$ cat src/rtl/i2c_pkg.sv
// rtl/i2c_pkg.sv - shared state encoding and constants for the I2C slave write controller
package i2c_pkg;

  typedef enum logic [2:0] {
    ST_IDLE,
    ST_ADDR,
    ST_ADDR_ACK,
    ST_REG,
    ST_REG_ACK,
    ST_DATA,
    ST_DATA_ACK,
    ST_IGNORE
  } i2c_state_e;

  localparam logic I2C_RW_WRITE = 1'b0;
  localparam int   BYTE_BITS    = 8;

endpackage

$ cat src/rtl/i2c_in_sync.sv
// rtl/i2c_in_sync.sv - SCL/SDA synchroniser with edge and START/STOP detection
// Ports:
//   clk, rst          system clock, synchronous active-high reset
//   scl_i, sda_i      asynchronous pad inputs
//   scl_s, sda_s      synchronised levels
//   scl_rise/fall     single-cycle SCL edge pulses
//   start_det         SDA falling while SCL held high
//   stop_det          SDA rising while SCL held high
module i2c_in_sync #(
  parameter int SYNC_STAGES = 2
) (
  input  logic clk,
  input  logic rst,
  input  logic scl_i,
  input  logic sda_i,
  output logic scl_s,
  output logic sda_s,
  output logic scl_rise,
  output logic scl_fall,
  output logic start_det,
  output logic stop_det
);

  // SYNC_STAGES must be at least 2; the chain shifts in at bit 0.
  logic [SYNC_STAGES-1:0] scl_sync_q, scl_sync_d;
  logic [SYNC_STAGES-1:0] sda_sync_q, sda_sync_d;
  logic                   scl_prev_q, scl_prev_d;
  logic                   sda_prev_q, sda_prev_d;

  always_comb begin
    scl_sync_d = {scl_sync_q[SYNC_STAGES-2:0], scl_i};
    sda_sync_d = {sda_sync_q[SYNC_STAGES-2:0], sda_i};
    scl_prev_d = scl_sync_q[SYNC_STAGES-1];
    sda_prev_d = sda_sync_q[SYNC_STAGES-1];
  end

  // Everything resets to the idle-bus level so reset release never looks like an edge.
  always_ff @(posedge clk) begin
    if (rst) begin
      scl_sync_q <= '1;
      sda_sync_q <= '1;
      scl_prev_q <= 1'b1;
      sda_prev_q <= 1'b1;
    end else begin
      scl_sync_q <= scl_sync_d;
      sda_sync_q <= sda_sync_d;
      scl_prev_q <= scl_prev_d;
      sda_prev_q <= sda_prev_d;
    end
  end

  assign scl_s     = scl_sync_q[SYNC_STAGES-1];
  assign sda_s     = sda_sync_q[SYNC_STAGES-1];
  assign scl_rise  = scl_s & ~scl_prev_q;
  assign scl_fall  = ~scl_s & scl_prev_q;
  assign start_det = scl_s & scl_prev_q & sda_prev_q & ~sda_s;
  assign stop_det  = scl_s & scl_prev_q & ~sda_prev_q & sda_s;

endmodule

$ cat src/rtl/i2c_slave_wr_ctrl.sv
// rtl/i2c_slave_wr_ctrl.sv - I2C slave write controller producing register write strobes
// Ports:
//   clk, rst          system clock (>= 8x SCL), synchronous active-high reset
//   scl_i, sda_i      asynchronous pad inputs
//   sda_o             SDA drive, 0 = pull low, 1 = release
//   wr_en             one-cycle register write strobe
//   wr_addr, wr_data  register address/data for wr_en, held between strobes
//   busy              high from an address-matched START until STOP
module i2c_slave_wr_ctrl
  import i2c_pkg::*;
#(
  parameter logic [6:0] DEV_ADDR    = 7'h50,
  parameter int         SYNC_STAGES = 2
) (
  input  logic       clk,
  input  logic       rst,
  input  logic       scl_i,
  input  logic       sda_i,
  output logic       sda_o,
  output logic       wr_en,
  output logic [7:0] wr_addr,
  output logic [7:0] wr_data,
  output logic       busy
);

  localparam logic [3:0] BYTE_CNT = 4'(BYTE_BITS);

  logic scl_s, sda_s, scl_rise, scl_fall, start_det, stop_det;

  i2c_in_sync #(
    .SYNC_STAGES(SYNC_STAGES)
  ) u_in_sync (
    .clk      (clk),
    .rst      (rst),
    .scl_i    (scl_i),
    .sda_i    (sda_i),
    .scl_s    (scl_s),
    .sda_s    (sda_s),
    .scl_rise (scl_rise),
    .scl_fall (scl_fall),
    .start_det(start_det),
    .stop_det (stop_det)
  );

  i2c_state_e state_q, state_d;
  logic [3:0] bit_cnt_q, bit_cnt_d;
  logic [7:0] shift_q, shift_d;
  logic [7:0] ptr_q, ptr_d;
  logic       sda_o_q, sda_o_d;
  logic       busy_q, busy_d;
  logic       wr_en_q, wr_en_d;
  logic [7:0] wr_addr_q, wr_addr_d;
  logic [7:0] wr_data_q, wr_data_d;

  always_comb begin
    state_d   = state_q;
    bit_cnt_d = bit_cnt_q;
    shift_d   = shift_q;
    ptr_d     = ptr_q;
    sda_o_d   = sda_o_q;
    busy_d    = busy_q;
    wr_en_d   = 1'b0;
    wr_addr_d = wr_addr_q;
    wr_data_d = wr_data_q;

    if (stop_det) begin
      state_d = ST_IDLE;
      sda_o_d = 1'b1;
      busy_d  = 1'b0;
    end else if (start_det) begin
      // busy is left alone until the new address is judged.
      state_d   = ST_ADDR;
      bit_cnt_d = 4'd0;
      sda_o_d   = 1'b1;
    end else begin
      unique case (state_q)
        ST_IDLE: ;

        ST_ADDR, ST_REG, ST_DATA: begin
          // A full byte is acted on the cycle after its last scl_rise.
          if (bit_cnt_q == BYTE_CNT) begin
            if (state_q == ST_ADDR) begin
              if (shift_q[7:1] == DEV_ADDR && shift_q[0] == I2C_RW_WRITE) begin
                state_d = ST_ADDR_ACK;
              end else begin
                state_d = ST_IGNORE;
                busy_d  = 1'b0;
              end
            end else if (state_q == ST_REG) begin
              ptr_d   = shift_q;
              state_d = ST_REG_ACK;
            end else begin
              wr_en_d   = 1'b1;
              wr_addr_d = ptr_q;
              wr_data_d = shift_q;
              ptr_d     = ptr_q + 8'd1;
              state_d   = ST_DATA_ACK;
            end
          end else if (scl_rise) begin
            shift_d   = {shift_q[6:0], sda_s};
            bit_cnt_d = bit_cnt_q + 4'd1;
          end
        end

        ST_ADDR_ACK, ST_REG_ACK, ST_DATA_ACK: begin
          // sda_o itself tracks the ACK phase: released on entry, pulled low
          // on the first SCL fall, released and advanced on the second.
          if (scl_fall && !scl_s) begin
            if (sda_o_q) begin
              sda_o_d = 1'b0;
              if (state_q == ST_ADDR_ACK) busy_d = 1'b1;
            end else begin
              sda_o_d   = 1'b1;
              bit_cnt_d = 4'd0;
              state_d   = (state_q == ST_ADDR_ACK) ? ST_REG : ST_DATA;
            end
          end
        end

        ST_IGNORE: sda_o_d = 1'b1;

        default: state_d = ST_IDLE;
      endcase
    end
  end

  always_ff @(posedge clk) begin
    if (rst) begin
      state_q   <= ST_IDLE;
      bit_cnt_q <= 4'd0;
      shift_q   <= 8'd0;
      ptr_q     <= 8'd0;
      sda_o_q   <= 1'b1;
      busy_q    <= 1'b0;
      wr_en_q   <= 1'b0;
      wr_addr_q <= 8'd0;
      wr_data_q <= 8'd0;
    end else begin
      state_q   <= state_d;
      bit_cnt_q <= bit_cnt_d;
      shift_q   <= shift_d;
      ptr_q     <= ptr_d;
      sda_o_q   <= sda_o_d;
      busy_q    <= busy_d;
      wr_en_q   <= wr_en_d;
      wr_addr_q <= wr_addr_d;
      wr_data_q <= wr_data_d;
    end
  end

  assign sda_o   = sda_o_q;
  assign busy    = busy_q;
  assign wr_en   = wr_en_q;
  assign wr_addr = wr_addr_q;
  assign wr_data = wr_data_q;

endmodule

$ cat config.mk
export PLATFORM = sky130hd
export DESIGN_NAME = i2c_slave_wr_ctrl
export DESIGN_NICKNAME = d
export VERILOG_FILES = /design/src/rtl/i2c_pkg.sv /design/src/rtl/i2c_in_sync.sv /design/src/rtl/i2c_slave_wr_ctrl.sv
export SDC_FILE = /design/constraint.sdc
export NUM_CORES = 1
export LEC_CHECK = 0
export CAP_MARGIN = 10
export CORE_MARGIN = 4
export CORE_UTILIZATION = 50
export DETAILED_ROUTE_END_ITERATION = 7
export PLACE_DENSITY = 0.72
export SLEW_MARGIN = 15
export SYNTH_ARGS = -nofsm -noshare
export SYNTH_HDL_FRONTEND = slang
export SYNTH_SLANG_ARGS = --single-unit
$ cat constraint.sdc
create_clock -name clk -period 2.4 [get_ports clk]
set_input_delay 0.48 -clock clk [delete_from_list [all_inputs] [get_ports clk]]
set_output_delay 0.48 -clock clk [all_outputs]
set_load 0.01 [all_outputs]
**After elaboration in Yosys (flattened, before gate mapping)**

Index checks and enable logic that the tools add are counted.

- Register bits: 48
- Word-level logic and storage cells: 101
- Output and inout port bits: 19

- Reduce and logical (&&, ||, !) cells: 19
- Equal/unequal tests: 21
- Mux-type cells: 27
- Bitwise operators: 18
- Add/subtract/negate cells: 2

Operators by type and width:

| kind | count |
|---|---|
| $mux 4 | 5 |
| $mux 3 | 6 |
| $ne 3x3->1 const B | 5 |
| $ne 2x2->1 const B | 7 |
| $eq 3x3->1 const B | 4 |
| $reduce_and 6->1 | 2 |
| $not 1->1 | 11 |
| $mux 1 | 10 |
| $reduce_and 5->1 | 2 |
| $reduce_or 3->1 | 3 |
| $add 8x1->8 const B | 1 |
| $mux 8 | 1 |
| $pmux 4 s2 | 1 |
| $reduce_and 4->1 | 2 |
| $reduce_and 8->1 | 1 |
| $and 1x1->1 | 7 |
| $eq 7x7->1 const B | 1 |
| $eq 3x2->1 const B | 2 |
| $pmux 3 s2 | 1 |
| $reduce_or 6->1 | 1 |
| $add 4x1->4 const B | 1 |
| $eq 4x4->1 const B | 1 |
| $pmux 1 s2 | 2 |
| $reduce_bool 2->1 | 2 |
| 7 further kinds | 8 |

**Longest topological paths before layout**

Gate-level depths: netlist of the first run.

- Depth in word-level cells: 7
- Depth in mapped cells: 8

**Hierarchy**

Synthesis of the first run repeated with hierarchy kept, for this count alone.

- Cells, all modules: 253
- Area total of the unflattened synthesis: 2168.3 µm²

Modules (own cells, without submodules):

| module | times used | cells an instance | area an instance (µm²) |
|---|---|---|---|
| i2c_slave_wr_ctrl | 1 | 237 | 1978.1 |
| i2c_in_sync | 1 | 16 | 190.2 |

**Worst setup path before layout of the first run**

No wires, ideal clock.

- Path kind: register to register
- From: register bit_cnt_q[0]
- To: register bit_cnt_q[2]
- Data required time: 2.338 ns
- Cell stages (with the launch flop): 8
- Period minus slack after synthesis: 1.883 ns
- Setup slack: 0.517 ns
- Data arrival time: 1.821 ns
- Cell sequence: dfxtp_1 > inv_1 > ha_1 > nand3b_1 > or4b_1 > buf_2 > or4b_1 > nand3_1

- Cells in the longest elaborated chain, start to end: 5

Ends and longest elaborated chain:

| item | RTL line | RTL |
|---|---|---|
| start: declaration | i2c_slave_wr_ctrl.sv:46 | `logic [3:0] bit_cnt_q, bit_cnt_d;` |
| start signal: assignment | i2c_slave_wr_ctrl.sv:140 | `bit_cnt_q <= bit_cnt_d;` |
| $add 4x1->4 | i2c_slave_wr_ctrl.sv:101 | `bit_cnt_d = bit_cnt_q + 4'd1;` |
| $mux 4 | i2c_slave_wr_ctrl.sv:99 | `end else if (scl_rise) begin` |
| $mux 4 | i2c_slave_wr_ctrl.sv:81 | `if (bit_cnt_q == BYTE_CNT) begin` |
| $pmux 4 s2 | i2c_slave_wr_ctrl.sv:76 | `unique case (state_q)` |
| $mux 4 | i2c_slave_wr_ctrl.sv:70 | `end else if (start_det) begin` |

Parallel ways exist; a longest one is shown, timed or not. The select of a mux whose other input is x is not followed.
A chain may end at the register's enable or synchronous reset.

**Worst setup path in the final report of the first run**

Same ends and word-level chain as after synthesis.

==> results of run 1 <==
-- cell usage in the layout (no fill, tap or decap), drive strengths merged, types with 3 or more instances in the layout --
master         count
ha                 3
mux2i             24
nand4              3
or2                6
a21oi              9
dfxtp             48
clkdlybuf4s50     22
nand3b             5
and4b              3
nand3              7
buf                3
nand2b             4
clkbuf             6
nand2             13
inv                5
nor2              31
o21ai              8
nor4               4
o21a               3
-- power groups by stage --
stage                     sequential [W]  combinational, W  clock [W]
after floorplan                 0.000822         0.0000335          0
after global placement          0.000825         0.0000421          0
after detailed placement        0.000825         0.0000427          0
after CTS                       0.000806         0.0000428   0.000509
after global routing            0.000808         0.0000472   0.000545
final                           0.000806         0.0000424   0.000492
-- metrics by stage --
step                 util  hold slack [ps]  std cells
global placement    0.586              396        292
detailed placement  0.586              394        292
floorplan               -              389        231
finish              0.608              413        299
global route        0.608              443        299
CTS                 0.608              415        299
-- cells by family after synthesis --
family,Yosys count
flops,48
buf+inv,19
xor+xnor,2
simple gates,92
mux,25
compound gates,42
fa+ha+maj,3
-- cell type report --
cell class              instances  area, um2
clock buffers                   6       82.6
clock inverters                 1       8.76
inverters                       5       18.8
multi-input cells             164       1090
fillers                       361       1590
flip-flops and latches         48        961
well taps                      50       62.6
repair buffers                 25        243
-- routing by layer --
| metal | share of wire | GRT usage | wire length [um] |
|---|---|---|---|
| met1 | 0.51 | 0.227 | 2080 |
| met2 | 0.42 | 0.251 | 1710 |
| met3 | 0.046 | 0.0465 | 186 |
| met4 | 0.016 | 0.0604 | 65 |
| met5 | 0 | 0 | 0 |
-- sequential cells by signal, summed over array words and instances (netlist names) --
name / cells
u_in_sync.sda_sync_q: 2
wr_en: 1
shift_q: 8
u_in_sync.sda_prev_q: 1
sda_o: 1
state_q: 3
wr_addr: 8
u_in_sync.scl_prev_q: 1
bit_cnt_q: 4
ptr_q: 8
u_in_sync.scl_sync_q: 2
wr_data: 8
busy: 1
-- critical path, delay by kind of cell (launching register included) --
kind | cells | cell delay (ps)
buffers and inverters | 1 | 70
and+or+nand+nor | 4 | 1310
adders and majority gates | 1 | 200
DFF | 1 | 420
-- path summary, 6_finish.rpt --
path,slack (ps),startpoint,endpoint,depth (start not counted)
worst min register to register,410,u_in_sync.sda_sync_q[0],u_in_sync.sda_sync_q[1],1
worst max register to register,340,bit_cnt_q[0],bit_cnt_q[2],6
worst max-delay path,340,bit_cnt_q[0],bit_cnt_q[2],6
worst min-delay path,410,u_in_sync.sda_sync_q[0],u_in_sync.sda_sync_q[1],1
==> impl_metrics.py, run 1 <==
metrics = {
    "outcome": {
        "status": "finished clean",
    },
    "clock_tree": {
        "cts.path.max_buffers": 2,
        "numCtsBuffers": 5,
        "postCtsHoldBufs": 0,
        "clkTransAtPathRegs_ps": 90,
        "cts-root-buf": "clkbuf_8",
        "tritoncts": "built",
        "cts_setup_buffers": 0,
        "h-tree-depth": 2,
        "clock_sinks": 48,
        "clk-insertion-delay-late_ps": 300,
        "cts_resized": 0,
    },
    "grt": {
        "first_global_vias": 1517,
        "grt_max_degree": 35,
        "globalRouteOverflowTotal": 0,
        "grt_antenna_before_repair": 0,
        "grt_pass1_wl_um": 7020,
        "track_usage": 0.167,
    },
    "yosys": {
        "synth_mux_area_frac": 0.118,
        "synth_area_um2": 2130,
        "async_reset_ff_frac": 0,
        "yosysTopAreaCellShare": 0.450,
        "synth_xor_area_frac": 0.00821,
        "synthCells": 231,
        "synth_compound_area_frac": 0.136,
        "synth-edff-count": 0,
        "synth_common_cells": "dfxtp_1 (48), nor2_1 (31), mux2i_1 (24)",
        "yosysSeqAreaShare": 0.450,
        "avgSynthCellArea_um2": 9.24,
        "synthAdderAreaFrac": 0.0176,
        "synth.distinct_cells": 53,
        "ys_top_cells_by_area": "dfxtp_1 (45%), mux2i_1 (11%), nor2_1 (5.5%)",
        "synth_top_family_by_area": "simple AND/OR/NAND/NOR gates",
        "synth-seq-cells": 48,
        "synth_flop_cell": "dfxtp_1",
        "ys.warnings.count": 0,
        "yosysMostFrequentCell": "dfxtp_1",
        "synth_top_area_cell": "dfxtp_1",
        "synth-simple-area-share": 0.232,
        "synth_nets": 238,
    },
    "power": {
        "p_sw_frac": 0.218,
        "p_comb_frac": 0.032,
        "leakagePower_nw": 1.07,
        "max-vdd-ir-drop_mv": 0.344,
        "power_w": 0.00134,
        "powerDensity_nw_per_um2": 543,
        "p_switching_w": 0.000292,
        "pwr-share-seq": 0.602,
        "power.share.clock": 0.367,
        "p_int_w": 0.00105,
    },
    "worst_setup_path": {
        "max_stage_delay_ps": 570,
        "path_cells": "inv_1, ha_1, nand3b_1, or4b_1, or4b_1, nand3_1",
        "path_class": "reg2reg",
        "arrival_ps": 2310,
        "crit_required_ps": 2650,
        "crit_top_cell": "or4b_1",
        "path_max_fanout": 6,
        "crit_slowest_cell": "or4b_1",
        "critPathLaunchType": "flop",
        "endpoint_kind": "flop",
    },
    "place": {
        "dp_slack_ps": 397,
        "hpwlAfterDp_um": 2710,
        "io_buffer_count": 22,
        "postPlaceCellArea_um2": 2380,
        "place.gp.congestion": 0.858,
    },
    "sta": {
        "hold_viol_final": 0,
        "worst_clock_skew_ps": 9.30,
        "worst_slack_ps": 342,
        "setup_viol": 0,
        "rsz0062_at_grt": "false",
        "fin_crit_sh": 0.857,
        "final.setup.tns_ps": 0,
        "post-route-min-period_ps": 2060,
        "final_max_slew_viol_count": 0,
        "worstMarginPinSlew_ps": 409,
        "slew_headroom": 0.726,
        "fmax_mhz": 486,
    },
    "layout": {
        "fin_nets": 256,
        "syn_to_final_growth_pct": 15.7,
        "final_cell_area_um2": 2470,
        "drive_gt1_frac": 0.0723,
        "antenna_cells_inserted": 0,
    },
    "routing": {
        "viasPerCell": 5.62,
        "drt_iter0_markers": 165,
        "routed_wl_um": 4030,
        "drc": 0,
        "wl_per_cell_um": 13.5,
        "vias": 1679,
        "drt-pass1-iter-count": 4,
        "ant_nets": 0,
    },
    "floorplan": {
        "dieHeight_um": 73.3,
        "coreArea_um2": 4060,
        "num_rows": 23,
        "initial_core_util": 0.526,
        "num_io_pins": 23,
        "die_area_um2": 5380,
        "fp.dieW_um": 73.3,
    },
    "flow_run": {
        "drv_cap": 0,
    },
    "min_path": {
        "hold_class": "reg2reg",
    },
}
Power figures use the tool's default switching activity.
==> run 2: changes to the inputs <==
--- a/config.mk
+++ b/config.mk
@@ -10,7 +10,7 @@
 export CORE_UTILIZATION = 50
 export DETAILED_ROUTE_END_ITERATION = 7
 export PLACE_DENSITY = 0.72
-export SLEW_MARGIN = 15
+export SLEW_MARGIN = 5
 export SYNTH_ARGS = -nofsm -noshare
 export SYNTH_HDL_FRONTEND = slang
 export SYNTH_SLANG_ARGS = --single-unit
==> results of run 2 <==
No change in the layout: final DEF, timing and power equal those of run 1.
